**src/rtl/mux4_rr_arbiter_pkg.sv**
```systemverilog
// ============================================================================
// Module      : mux4_rr_arbiter_pkg
// Description : Shared constants for the 4-way round-robin mux arbiter.
// Revision    : 1.0 - initial release
// ============================================================================
`default_nettype none

package mux4_rr_arbiter_pkg;

    localparam logic [0:0] ST_IDLE  = 1'b0;
    localparam logic [0:0] ST_GRANT = 1'b1;

    localparam int NUM_REQ = 4;
    localparam int IDX_W   = 2;

    // Starting from 3 makes requester 0 the first to be searched after reset.
    localparam logic [IDX_W-1:0] LAST_IDX_RST = 2'd3;

endpackage

`default_nettype wire

```
**src/rtl/mux4_rr_arbiter_pick.sv**
```systemverilog
// ============================================================================
// Module      : rr_pick4
// Description : Rotated-priority search: first set req bit after last_idx.
// Revision    : 1.0 - initial release
// ============================================================================
`default_nettype none

module rr_pick4
    import mux4_rr_arbiter_pkg::*;
(
    input  logic [NUM_REQ-1:0] req,
    input  logic [IDX_W-1:0]   last_idx,
    output logic               found,
    output logic [IDX_W-1:0]   idx
);

    logic [IDX_W-1:0] w_cand;

    // Walk from farthest to nearest so the nearest set bit is written last;
    // k == NUM_REQ wraps to last_idx itself, which is searched last.
    always_comb begin
        found  = 1'b0;
        idx    = '0;
        w_cand = '0;
        for (int k = NUM_REQ; k >= 1; k--) begin
            w_cand = last_idx + IDX_W'(k);
            if (req[w_cand]) begin
                found = 1'b1;
                idx   = w_cand;
            end
        end
    end

endmodule

`default_nettype wire

```
**src/rtl/mux4_rr_arbiter.sv**
```systemverilog
// ============================================================================
// Module      : mux4_rr_arbiter
// Description : Round-robin arbiter with hold limit driving a mux_4x1 select.
// Revision    : 1.0 - initial release
// ============================================================================
`default_nettype none

module mux4_rr_arbiter
    import mux4_rr_arbiter_pkg::*;
#(
    parameter int MAX_HOLD = 8,
    parameter int CNT_W    = 8
) (
    input  logic               clk,
    input  logic               rst,
    input  logic [NUM_REQ-1:0] req,
    output logic [NUM_REQ-1:0] gnt,
    output logic               s0,
    output logic               s1,
    output logic               valid
);

    localparam logic [CNT_W-1:0]   c_hold_last = CNT_W'(MAX_HOLD - 1);
    localparam logic [NUM_REQ-1:0] c_one       = NUM_REQ'(1);

    logic [0:0]         r_state;
    logic [NUM_REQ-1:0] r_gnt;
    logic [IDX_W-1:0]   r_sel;
    logic               r_valid;
    logic [CNT_W-1:0]   r_hold_cnt;
    logic [IDX_W-1:0]   r_last_idx;

    logic [IDX_W-1:0]   w_search_base;
    logic               w_found;
    logic [IDX_W-1:0]   w_pick_idx;
    logic               w_release;

    // While granted, the search rotates from the current holder so a
    // released or timed-out holder is considered last.
    assign w_search_base = (r_state == ST_GRANT) ? r_sel : r_last_idx;
    assign w_release     = ~req[r_sel] | (r_hold_cnt == c_hold_last);

    rr_pick4 u_pick (
        .req      (req),
        .last_idx (w_search_base),
        .found    (w_found),
        .idx      (w_pick_idx)
    );

    always_ff @(posedge clk or posedge rst) begin
        if (rst) begin
            r_state    <= ST_IDLE;
            r_gnt      <= '0;
            r_sel      <= '0;
            r_valid    <= 1'b0;
            r_hold_cnt <= '0;
            r_last_idx <= LAST_IDX_RST;
        end else begin
            case (r_state)
                ST_IDLE: begin
                    if (w_found) begin
                        r_state    <= ST_GRANT;
                        r_gnt      <= c_one << w_pick_idx;
                        r_sel      <= w_pick_idx;
                        r_valid    <= 1'b1;
                        r_hold_cnt <= '0;
                    end
                end
                ST_GRANT: begin
                    if (w_release) begin
                        r_last_idx <= r_sel;
                        if (w_found) begin
                            r_gnt      <= c_one << w_pick_idx;
                            r_sel      <= w_pick_idx;
                            r_hold_cnt <= '0;
                        end else begin
                            r_state <= ST_IDLE;
                            r_gnt   <= '0;
                            r_valid <= 1'b0;
                        end
                    end else begin
                        r_hold_cnt <= r_hold_cnt + CNT_W'(1);
                    end
                end
                default: begin
                    r_state <= ST_IDLE;
                    r_gnt   <= '0;
                    r_valid <= 1'b0;
                end
            endcase
        end
    end

    assign gnt   = r_gnt;
    assign s0    = r_sel[0];
    assign s1    = r_sel[1];
    assign valid = r_valid;

endmodule

`default_nettype wire
```
**config.mk**
```make
export PLATFORM = sky130hd
export DESIGN_NAME = mux4_rr_arbiter
export DESIGN_NICKNAME = d
export VERILOG_FILES = /design/src/rtl/mux4_rr_arbiter_pkg.sv /design/src/rtl/mux4_rr_arbiter_pick.sv /design/src/rtl/mux4_rr_arbiter.sv
export SDC_FILE = /design/constraint.sdc
export NUM_CORES = 1
export LEC_CHECK = 0
export BUFFER_PORTS_ARGS = -buffer_cell sky130_fd_sc_hd__buf_2
export CAP_MARGIN = 20
export CELL_PAD_IN_SITES_DETAIL_PLACEMENT = 0
export CELL_PAD_IN_SITES_GLOBAL_PLACEMENT = 1
export CORE_MARGIN = 4
export CORE_UTILIZATION = 39
export DETAILED_ROUTE_END_ITERATION = 8
export GPL_TIMING_DRIVEN = 1
export PLACE_DENSITY = 0.75
export RECOVER_POWER = 50
export SLEW_MARGIN = 5
export SYNTH_ARGS = -nofsm -noshare
export SYNTH_HDL_FRONTEND = slang
export SYNTH_HIERARCHICAL = 1
export SYNTH_SLANG_ARGS = --single-unit
```
**constraint.sdc**
```tcl
create_clock -name clk -period 1.63 [get_ports clk]
set_input_delay 0.163 -clock clk [delete_from_list [all_inputs] [get_ports clk]]
set_output_delay 0.163 -clock clk [all_outputs]
set_load 0.01 [all_outputs]
```
After elaboration in Yosys (flattened, before gate mapping):

Cells that the tools add are included.

* add/subtract/negate cells: 4
* $lt $le $gt $ge: 5
* equal/unequal tests: 4
* shift-type cells: 1
* muxes and demuxes: 36
* bitwise logic cells: 3
* reduce and logical (&&, ||, !) cells: 3

Operator list (number)
* 2-to-1 mux 8 bit: 2
* one-hot mux 8 bit (2 select lines): 1
* < comparator 2 x 3 -> 1 bit (second input constant): 5
* 2-to-1 mux 1 bit: 14
* 2-to-1 mux 2 bit: 7
* 2-to-1 mux 4 bit: 3
* binary-select mux 1 bit (select 2 bit): 5
* adder 8 x 1 -> 8 bit (second input constant): 1
* == test 8 x 3 -> 1 bit (second input constant): 1
* one-hot mux 4 bit (2 select lines): 1
* adder 2 bit (second input constant): 2
* inequality test 2 x 1 -> 1 bit (second input constant): 2
* one-hot mux 1 bit (2 select lines): 2
* one-hot mux 2 bit (2 select lines): 1
* AND reduction 2 bit: 2
* left shift 1 x 2 -> 4 bit (first input constant): 1
* AND reduction 3 bit: 1
* adder 2 x 1 -> 2 bit (second input constant): 1
* inequality test 2 bit (second input constant): 1
* NOT 1 bit: 2
* OR 1 bit: 1

* bits in registers: 18
* input port bits: 6
* output and inout bits: 7
* logic and storage cells: 62

Depth between registers and ports, before layout:

Gate-level depths: netlist of run 1.

* depth after elaboration: 11
* depth in mapped cells: 6
* depth with buffers taken out: 6

By module:

Netlist of run 1, hierarchy kept.

Modules (own cells, without submodules)
* mux4_rr_arbiter: instances 1, cells an instance 83, area an instance 922.1 sq um
* rr_pick4: instances 1, cells an instance 14, area an instance 91.3 sq um

Least setup slack after synthesis of run 1:

OpenSTA, ideal clock, no wires.

* path kind: reg2reg
* start point: register r_sel[0]
* end point: register r_sel[0]
* arrival: 1.601 ns
* required time: 1.502 ns
* setup slack: -0.099 ns
* stages on the path, launching flop included: 5
* clock period less this slack: 1.729 ns
* cell sequence: dfrtp_1 mux4_2 o211ai_4 and2_4 mux2_1

* word-level cells in the longest chain between the ends: 10
* elaborated cells on any way between the ends: 28
* those cells by class: add/sub (3); eq/ne (1); mux (22); bitwise (2)

RTL lines
* from (decl): line mux4_rr_arbiter.sv:28 `logic [IDX_W-1:0] r_sel;`
* from (signal assigned): line mux4_rr_arbiter.sv:64 `r_sel <= w_pick_idx;`
* from (signal assigned): line mux4_rr_arbiter.sv:74 `r_sel <= w_pick_idx;`
* 2-to-1 mux 2 bit: line mux4_rr_arbiter.sv:40 `assign w_search_base = (r_state == ST_GRANT) ? r_sel : r_last_idx;`
* adder 2 bit / binary-select mux 1 bit (select 2 bit) (equally long branches): line mux4_rr_arbiter_pick.sv:26, mux4_rr_arbiter_pick.sv:27
* binary-select mux 1 bit (select 2 bit) / 2-to-1 mux 1 bit (equally long branches): line mux4_rr_arbiter_pick.sv:27 `if (req[w_cand]) begin`
* 2-to-1 mux 1 bit (not written as such) / 2-to-1 mux 2 bit (equally long branches): line mux4_rr_arbiter_pick.sv:27
* 2-to-1 mux 2 bit / 2-to-1 mux 1 bit (equally long branches) (3 in series): line mux4_rr_arbiter_pick.sv:27
* 2-to-1 mux 2 bit: line mux4_rr_arbiter.sv:61, mux4_rr_arbiter.sv:72
* 2-to-1 mux 2 bit: line mux4_rr_arbiter.sv:70 `if (w_release) begin`
* one-hot mux 2 bit (2 select lines): line mux4_rr_arbiter.sv:59 `case (r_state)`

Parallel ways exist; a longest one is shown, timed or not. The select of a mux whose other input is x is not followed.
A chain may end at the register's enable or synchronous reset.

Final worst setup path of run 1:

Ends and elaborated chain as after synthesis.

==> results_dict.tcl, run 1 <==
set metrics [dict create \
    ys_types 36 \
    grtUsageMet3 0.02614 \
    hold_path_class "in -> reg" \
    grtUsageMet1 0.2011 \
    drt_iter0_drc 50 \
    grtUsageTotal 0.1465 \
    critical_path.endpoint "r_sel[0]" \
    cts.path.max_buffers 2 \
    period_minus_slack_ns 1.673 \
    yosys.area.top_type "dfrtp_1" \
    crit_path_end_kind "register" \
    maxCapViolCount 0 \
    syn_nets 105 \
    fin_skew_ns 0.0009775 \
    worst_pin_slew_ns 0.6818 \
    rrSetupSlack_ns -0.04 \
    yosysMostFrequentCell "dfrtp_1" \
    viasPerCell 5.168 \
    cts.sinks 18 \
    io_buffers 12 \
    relSlewSlack 0.5450 \
    gp_congestion 0.7961 \
    routedWlPerCell_um 13.96 \
    p_leak_uw 0.0006571 \
    core_um2 2477 \
    async_flop_share 1.000 \
    hold_viol 0 \
    grt_max_degree 19 \
    layout_setup_ws_ns -0.04267 \
    crit-reg2reg-launch "r_sel[0]" \
    placed_area_um2 1221 \
    cp_max_fo 6 \
    nets 146 \
    syn-cell-area_um2 1013 \
    synth_seq_area_share 0.4469 \
    antenna_found_initial 0 \
    status "complete, but fails checks" \
    setup-violations-final 6 \
    slew_violations 0 \
    utilization 0.5535 \
    post-place-ws_ns -0.06419 \
    met2_usage 0.2382 \
    violations "setup timing" \
    fmax_ghz 0.5978 \
    grt_pass1_vias 842 \
    cts_root_buf "clkbuf_4" \
    rsz0062_at_grt "true" \
    fillCellCount 228 \
    dr.pass1.iters 3 \
    hpwl_um 1644 \
    cts_tree "yes" \
    fp.dieW_um 58.98 \
    netlist_top_cells_count "dfrtp_1, inv_1, nand2_1, nor2_1" \
    drt-total-wl_um 2331 \
    synth-seq-cells 18 \
    area_delta_synth_final_pct 35.31 \
    synth_ff_type "dfrtp_1" \
    fin_area_um2 1371 \
    initial_core_util 0.4091 \
    worstPathRequired_ns 1.82 \
    row_count 18 \
    synth_area_leaders "dfrtp_1, dfstp_2, mux2_1, nand2b_1, inv_1" \
    worstPathArrival_ns 1.86 \
    cp-startpoint "r_sel[0]" \
    top_usage_layer "met2" \
    synth_edf_count 0 \
    dr_total_vias 863 \
    path_class "reg -> reg" \
    drtAntennaViolNets 0 \
    grt_pass1_wl_um 3891 \
    ioPinCount 13 \
    clk_pin_slew_ns 0.11 \
    period_share 1.026 \
    reg2reg_to "r_sel[0]" \
    synth_area_per_cell_um2 10.45 \
    htreeDepth 1 \
    synth_top_area_frac 0.3951 \
    die_h_um 58.98 \
    layout-drive-gt1-share 0.4015 \
    antenna_cells 0 \
    clk_latency_ns 0.29 \
    synthCells 97 \
    final_cells 167 \
    dieArea_um2 3478 \
    drc 0 \
    power.density_nw_per_um2 1515 \
    r2r_cells 4 \
    ir_drop_uv 1176 \
    dp_cells 154 \
    yosys_warnings 6 \
    cts_inserted_buffers 3 \
    grt_overflow 0 \
    critPathLaunchType "register" \
]
-- metal layers --
| layer | wire length, um | vias to the layer above |
|---|---|---|
| li1 | - | 432 |
| met1 | 1121 | 423 |
| met2 | 1158 | 8 |
| met3 | 50 | 0 |
| met4 | 0 | 0 |
| met5 | 0 | - |
-- worst min path at each step --
stage	startpoint	to	slack, ns	cells past startpoint
floorplan	rst	gnt[0]	0.10	1
global placement	rst	gnt[0]	0.29	2
detailed placement	rst	gnt[2]	0.30	2
CTS	req[0]	gnt[2]	0.35	3
global route	req[0]	gnt[2]	0.39	3
finish	req[0]	gnt[2]	0.39	3
-- cell usage in the layout (no fill, tap or decap), types with 4 or more instances in the layout --
master | synthesis | final
buf_2 | 0 | 8
buf_4 | 0 | 22
clkbuf_1 | 0 | 5
dfrtp_1 | 16 | 15
inv_1 | 7 | 7
nand2_1 | 7 | 7
nand2b_1 | 5 | 5
nor2_1 | 7 | 7
o21ai_0 | 4 | 4
-- sequential cells by signal, summed over array words and instances (netlist names) --
signal      cells
valid           1
r_hold_cnt      8
r_state         1
r_sel           2
r_last_idx      2
gnt             4
-- cells by family (layout without fill, tap and decap cells) --
group / count (synthesis) / in the layout / share of synthesized area
AOI/OAI and AO/OA: 27 / 27 / 0.2074
muxes: 7 / 7 / 0.08765
xor gates and xnor gates: 1 / 1 / 0.008644
adders and majority gates: 2 / 2 / 0.02469
and+or+nand+nor: 33 / 33 / 0.1766
DFF: 18 / 18 / 0.4469
buffers and inverters: 9 / 49 / 0.04815
-- area by class of cell --
cell class	instances	area, um^2	share of cell area
clock buffer	4	36.28	0.02646
multi-input combinational	70	560.5	0.4088
inverter	7	26.28	0.01916
sequential	18	454.2	0.3312
timing repair buffer	38	256.5	0.1870
tap	30	37.54	0.02737
-- through the flow --
stage	total power (uW)	hold slack, ns	TNS, ns
finish	2078	0.3892	-0.1611
global placement	1590	0.2937	0
detailed placement	1624	0.3041	-0.2868
CTS	2058	0.3531	-0.1272
global route	2231	0.3900	-1.092
floorplan	1278	0.1000	-0.1440
-- repair_timing --
action,in CTS,in global routing
setup buffers,6,1
gates resized for setup,7,3
cloned,1,0
hold buffers,1,0
setup endpoints to repair,9,15
endpoints found under the hold margin,16,0
pin swaps,2,2
-- critical path, stage by stage (launching register included) --
cell and delay, ns:
dfrtp_1 0.39, mux4_2 0.56, o211ai_4 0.13, and2_4 0.20, mux2_4 0.29
-- report_power, final --
part           internal [uW]  switching [uW]  leakage, uW
logic                    598             520     0.000409
registers                595            84.7     0.000227
clock network            136             145    0.0000210
total                   1330             749     0.000657
(Power assumes the default switching activity.)
==> run 2, diff against run 1 <==
--- a/config.mk
+++ b/config.mk
@@ -7,13 +7,11 @@
 export LEC_CHECK = 0
 export BUFFER_PORTS_ARGS = -buffer_cell sky130_fd_sc_hd__buf_2
 export CAP_MARGIN = 20
-export CELL_PAD_IN_SITES_DETAIL_PLACEMENT = 0
-export CELL_PAD_IN_SITES_GLOBAL_PLACEMENT = 1
 export CORE_MARGIN = 4
-export CORE_UTILIZATION = 39
+export CORE_UTILIZATION = 45
 export DETAILED_ROUTE_END_ITERATION = 8
 export GPL_TIMING_DRIVEN = 1
-export PLACE_DENSITY = 0.75
+export PLACE_DENSITY = 0.69
 export RECOVER_POWER = 50
 export SLEW_MARGIN = 5
 export SYNTH_ARGS = -nofsm -noshare
==> run 2 against run 1 <==
Compared with the run above:
- the flow still finishes with violations (setup timing)
- die area down 12%
- routed wire length down 11%
- sequential power up 1%
- register-to-register slack worse by 0.05 ns
- critical path type unchanged
==> results_dict.tcl, run 2 (synthesis results as in run 1) <==
set metrics [dict create \
    status "complete, but fails checks" \
    violations "setup timing" \
    largest_reg_flops 8 \
    max_flop_register "r_hold_cnt" \
    layout_commonest_cell "buf_4" \
    clk_pin_slew_ns 0.10 \
    grtUsageTotal 0.1457 \
    swShare 0.3611 \
    worstPathArrival_ns 1.90 \
    period_minus_slack_ns 1.719 \
    ioPinCount 13 \
    area_delta_synth_final_pct 30.00 \
    critPathLaunchType "register" \
    period_share 1.055 \
    mostFrequentLayoutCells "buf_4, dfrtp_1, nor2_1, inv_1, buf_2" \
    cts_inserted_buffers 3 \
    power.density_nw_per_um2 1490 \
    hpwl_um 1583 \
    row_count 16 \
    viasPerCell 5.266 \
    cts_root_buf "clkbuf_4" \
    top_usage_layer "met2" \
    seq_power_share 0.350 \
    rsz0062_at_grt "true" \
    dr_total_vias 832 \
    worst_pin_slew_ns 0.6867 \
    ir_drop_uv 747.9 \
    grt_overflow 0 \
    maxCapViolCount 0 \
    hold_viol 0 \
    drt-total-wl_um 2070 \
    grtUsageMet3 0.03730 \
    antenna_cells 0 \
    grt_pass1_wl_um 3643 \
    drtAntennaViolNets 0 \
    grt_max_degree 19 \
    die_h_um 55.46 \
    setup-violations-final 13 \
    crit_path_end_kind "register" \
    slew_violations 0 \
    utilization 0.6452 \
    cts.path.max_buffers 2 \
    met2_usage 0.2551 \
    initial_core_util 0.4963 \
    fp.dieW_um 55.46 \
    cts_tree "yes" \
    drt_iter0_drc 14 \
    dr.pass1.iters 4 \
    cp_max_fo 5 \
    cts.sinks 18 \
    p_sw_uw 708.8 \
    io_buffers 12 \
    routedWlPerCell_um 13.10 \
    dieArea_um2 3075 \
    fmax_ghz 0.5816 \
    layout-drive-gt1-share 0.3588 \
    fin_skew_ns 0.004080 \
    combPwrFrac 0.535 \
    layout_setup_ws_ns -0.08948 \
    worstPathRequired_ns 1.81 \
    pwr-share-clk 0.115 \
    grt_pass1_vias 815 \
    core_um2 2042 \
    setup_tns_ns -0.4679 \
    path_class "reg -> reg" \
    drc 0 \
    p_leak_uw 0.0006240 \
    p_int_uw 1254 \
    clk_latency_ns 0.28 \
    relSlewSlack 0.5417 \
    gp_congestion 0.7876 \
    hold_path_class "in -> reg" \
    grtUsageMet1 0.1747 \
    nets 140 \
    antenna_found_initial 0 \
    htreeDepth 1 \
]
run 2: repair_timing:
item	CTS	global route
buffers inserted	3	1
endpoints found under the setup margin	11	17
gates resized for setup	5	5
pin swaps	1	2
hold buffers	1	0
hold endpoints to repair	16	0
run 2: routing by layer:
metal / vias to the layer above / part of all wire / routed length [um]
met2: 7 / 0.51 / 1058
met1: 403 / 0.45 / 936
met5: - / 0 / 0
met4: 0 / 0.0048 / 10
li1: 420 / - / -
met3: 2 / 0.031 / 64
run 2: path summary, 6_finish.rpt:
kind                          start        to  slack, ns  cells after the start
setup reg to reg           r_sel[0]  r_sel[0]      -0.09                      4
max in group asynchronous       rst   r_state       0.63                      3
hold / removal               req[0]    gnt[2]       0.37                      3
min in group asynchronous       rst    gnt[0]       0.52                      3
setup / recovery           r_sel[0]  r_sel[0]      -0.09                      4
hold reg to reg              gnt[1]    gnt[1]       0.50                      1
run 2: final cells by class:
cell class | count | area [um^2]
Fill cell | 189 | 724.4
Tap cell | 27 | 33.78
Clock buffer | 4 | 26.28
Timing Repair Buffer | 32 | 222.7
Inverter | 7 | 26.28
Sequential cell | 18 | 454.2
Multi-Input combinational cell | 70 | 554.3
run 2: power groups by stage:
stage / combinational (uW) / clock (uW) / sequential, uW
after floorplan: 552 / 0 / 727
after global placement: 914 / 0 / 680
after detailed placement: 942 / 0 / 689
after CTS: 1020 / 241 / 685
after global routing: 1150 / 249 / 708
final: 1050 / 225 / 687
run 2: critical path, stage by stage, from the launching register on:
cell      delay [ns]
dfrtp_1         0.40
mux4_2          0.57
o211ai_4        0.14
and2_4          0.21
mux2_4          0.29
run 2: metrics by stage:
| stage | cells | hold slack (ns) | total power (uW) | worst slack [ns] | instance area, um^2 |
|---|---|---|---|---|---|
| floorplan | 97 | 0.1000 | 1278 | -0.09402 | 1018 |
| global placement | 149 | 0.2987 | 1594 | -0.01704 | 1215 |
| detailed placement | 149 | 0.2976 | 1631 | -0.05362 | 1215 |
| CTS | 157 | 0.3667 | 1947 | -0.07874 | 1304 |
| global route | 158 | 0.3912 | 2111 | -0.1495 | 1318 |
| finish | 158 | 0.3737 | 1963 | -0.08948 | 1318 |
==> run 3, diff against run 2 <==
--- a/config.mk
+++ b/config.mk
@@ -18,3 +18,4 @@
 export SYNTH_HDL_FRONTEND = slang
 export SYNTH_HIERARCHICAL = 1
 export SYNTH_SLANG_ARGS = --single-unit
+export TNS_END_PERCENT = 50
==> run 3 against run 2 <==
Compared with the run above:
- the flow still finishes with violations (setup timing)
- critical path type unchanged
- critical endpoint unchanged
- sequential cell count unchanged
- via count increased by 4.1%
- total power increased by 2.4%
- largest cell class unchanged
- clock skew increased by 0.00075 ns
==> results_dict.tcl, run 3 (synthesis results as in run 1) <==
set metrics [dict create \
    crit-reg2reg-launch "r_sel[0]" \
    die_h_um 55.46 \
    p_leak_uw 0.0006369 \
    max_flop_register "r_hold_cnt" \
    fin_skew_ns 0.004827 \
    crit_path_end_kind "register" \
    ioPinCount 13 \
    clk_pin_slew_ns 0.11 \
    critPathLaunchType "register" \
    nets 142 \
    ir_drop_uv 844.6 \
    largest_reg_flops 8 \
    layout_commonest_cell "buf_4" \
    cts_tree "yes" \
    status "complete, but fails checks" \
    mostFrequentLayoutCells "buf_4, dfrtp_1, inv_1, nand2_1" \
    cp_max_fo 6 \
    hpwl_um 1536 \
    period_minus_slack_ns 1.684 \
    post-place-ws_ns -0.07290 \
    hold_path_class "in -> reg" \
    worstPathArrival_ns 1.88 \
    violations "setup timing" \
    power.density_nw_per_um2 1530 \
    hold_path_startpoint "req[0]" \
    drt_iter0_drc 22 \
    area_delta_synth_final_pct 29.63 \
    slew_violations 0 \
    clk_latency_ns 0.30 \
    period_share 1.033 \
    relSlewSlack 0.5530 \
    antenna_cells 0 \
    viasPerCell 5.413 \
    cts.path.max_buffers 2 \
    cts.sinks 18 \
    initial_core_util 0.4963 \
    dieArea_um2 3075 \
    drc 0 \
    grt_pass1_vias 840 \
    htreeDepth 1 \
    grtUsageTotal 0.1490 \
    dr.pass1.iters 4 \
    path_class "reg -> reg" \
    layout-drive-gt1-share 0.3459 \
    utilization 0.6434 \
    io_buffers 12 \
    gp_congestion 0.8141 \
    rrSetupSlack_ns -0.05 \
    maxCapViolCount 0 \
    worstPathRequired_ns 1.82 \
    cts_root_buf "clkbuf_4" \
    rsz0062_at_grt "true" \
    fmax_ghz 0.5939 \
    cp-startpoint "r_sel[0]" \
    multi_input_area_um2 531.8 \
    row_count 16 \
    routedWlPerCell_um 13.11 \
    layout_setup_ws_ns -0.05388 \
    core_um2 2042 \
    fillCellCount 177 \
    drtAntennaViolNets 0 \
    drt-total-wl_um 2097 \
    antenna_found_initial 0 \
    grt_pass1_wl_um 3739 \
    grt_overflow 0 \
    fp.dieW_um 55.46 \
    ff_latch_area_um2 454.2 \
    hold_viol 0 \
    cts_inserted_buffers 3 \
    worst_pin_slew_ns 0.6697 \
    dr_total_vias 866 \
    grt_max_degree 19 \
    setup-violations-final 8 \
]
[run 3: area by class of cell]
cell class | count | area share
inverter | 7 | 0.02000
timing repair buffer | 34 | 0.1762
sequential | 18 | 0.3457
multi-input combinational | 70 | 0.4048
tap | 27 | 0.02571
clock buffer | 4 | 0.02762
[run 3: through the flow]
step,instances,setup TNS [ns],hold slack [ns],instance area [um^2],total power [uW]
finish,160,-0.2128,0.3450,1314,2010
global route,160,-1.209,0.3858,1314,2167
global placement,152,-0.03490,0.2929,1225,1614
detailed placement,152,-0.2285,0.3067,1225,1646
CTS,159,-0.2256,0.3394,1294,1988
floorplan,97,-0.1554,0.1000,1018,1278
[run 3: power by group]
part           leakage (uW)  internal, uW  total [uW]  switching [uW]
Clock             0.0000210           136         278             141
Sequential         0.000227           595         676            80.8
Combinational      0.000389           578        1060             478
Total              0.000637          1310        2010             700
[run 3: repair_timing]
action | in CTS | in global routing
setup endpoints to repair | 7 | 17
setup buffers | 2 | 2
resized for setup | 2 | 5
pin swaps | 2 | 3
hold buffers | 1 | 0
endpoints found under the hold margin | 16 | 0
gates cloned | 0 | 0
[run 3: worst paths after layout]
kind | end | cells past startpoint
hold reg to reg | gnt[3] | 1
setup reg to reg | r_sel[0] | 4
min in group asynchronous | r_sel[1] | 3
hold / removal | gnt[2] | 3
setup / recovery | r_sel[0] | 4
max in group asynchronous | r_state | 3
[run 3: metal layers]
layer | part of all wire | global-route usage | vias to the layer above | routed length, um
li1 | - | - | 427 | -
met1 | 0.43 | 0.1800 | 414 | 912
met2 | 0.51 | 0.2584 | 18 | 1074
met3 | 0.035 | 0.02564 | 7 | 73
met4 | 0.018 | 0.06250 | 0 | 37
met5 | 0 | 0 | - | 0
[run 3: critical path: stages, from the launching register on]
cell and delay, ns:
dfrtp_1 0.40, mux4_2 0.56, o211ai_4 0.13, and2_4 0.19, mux2_4 0.29
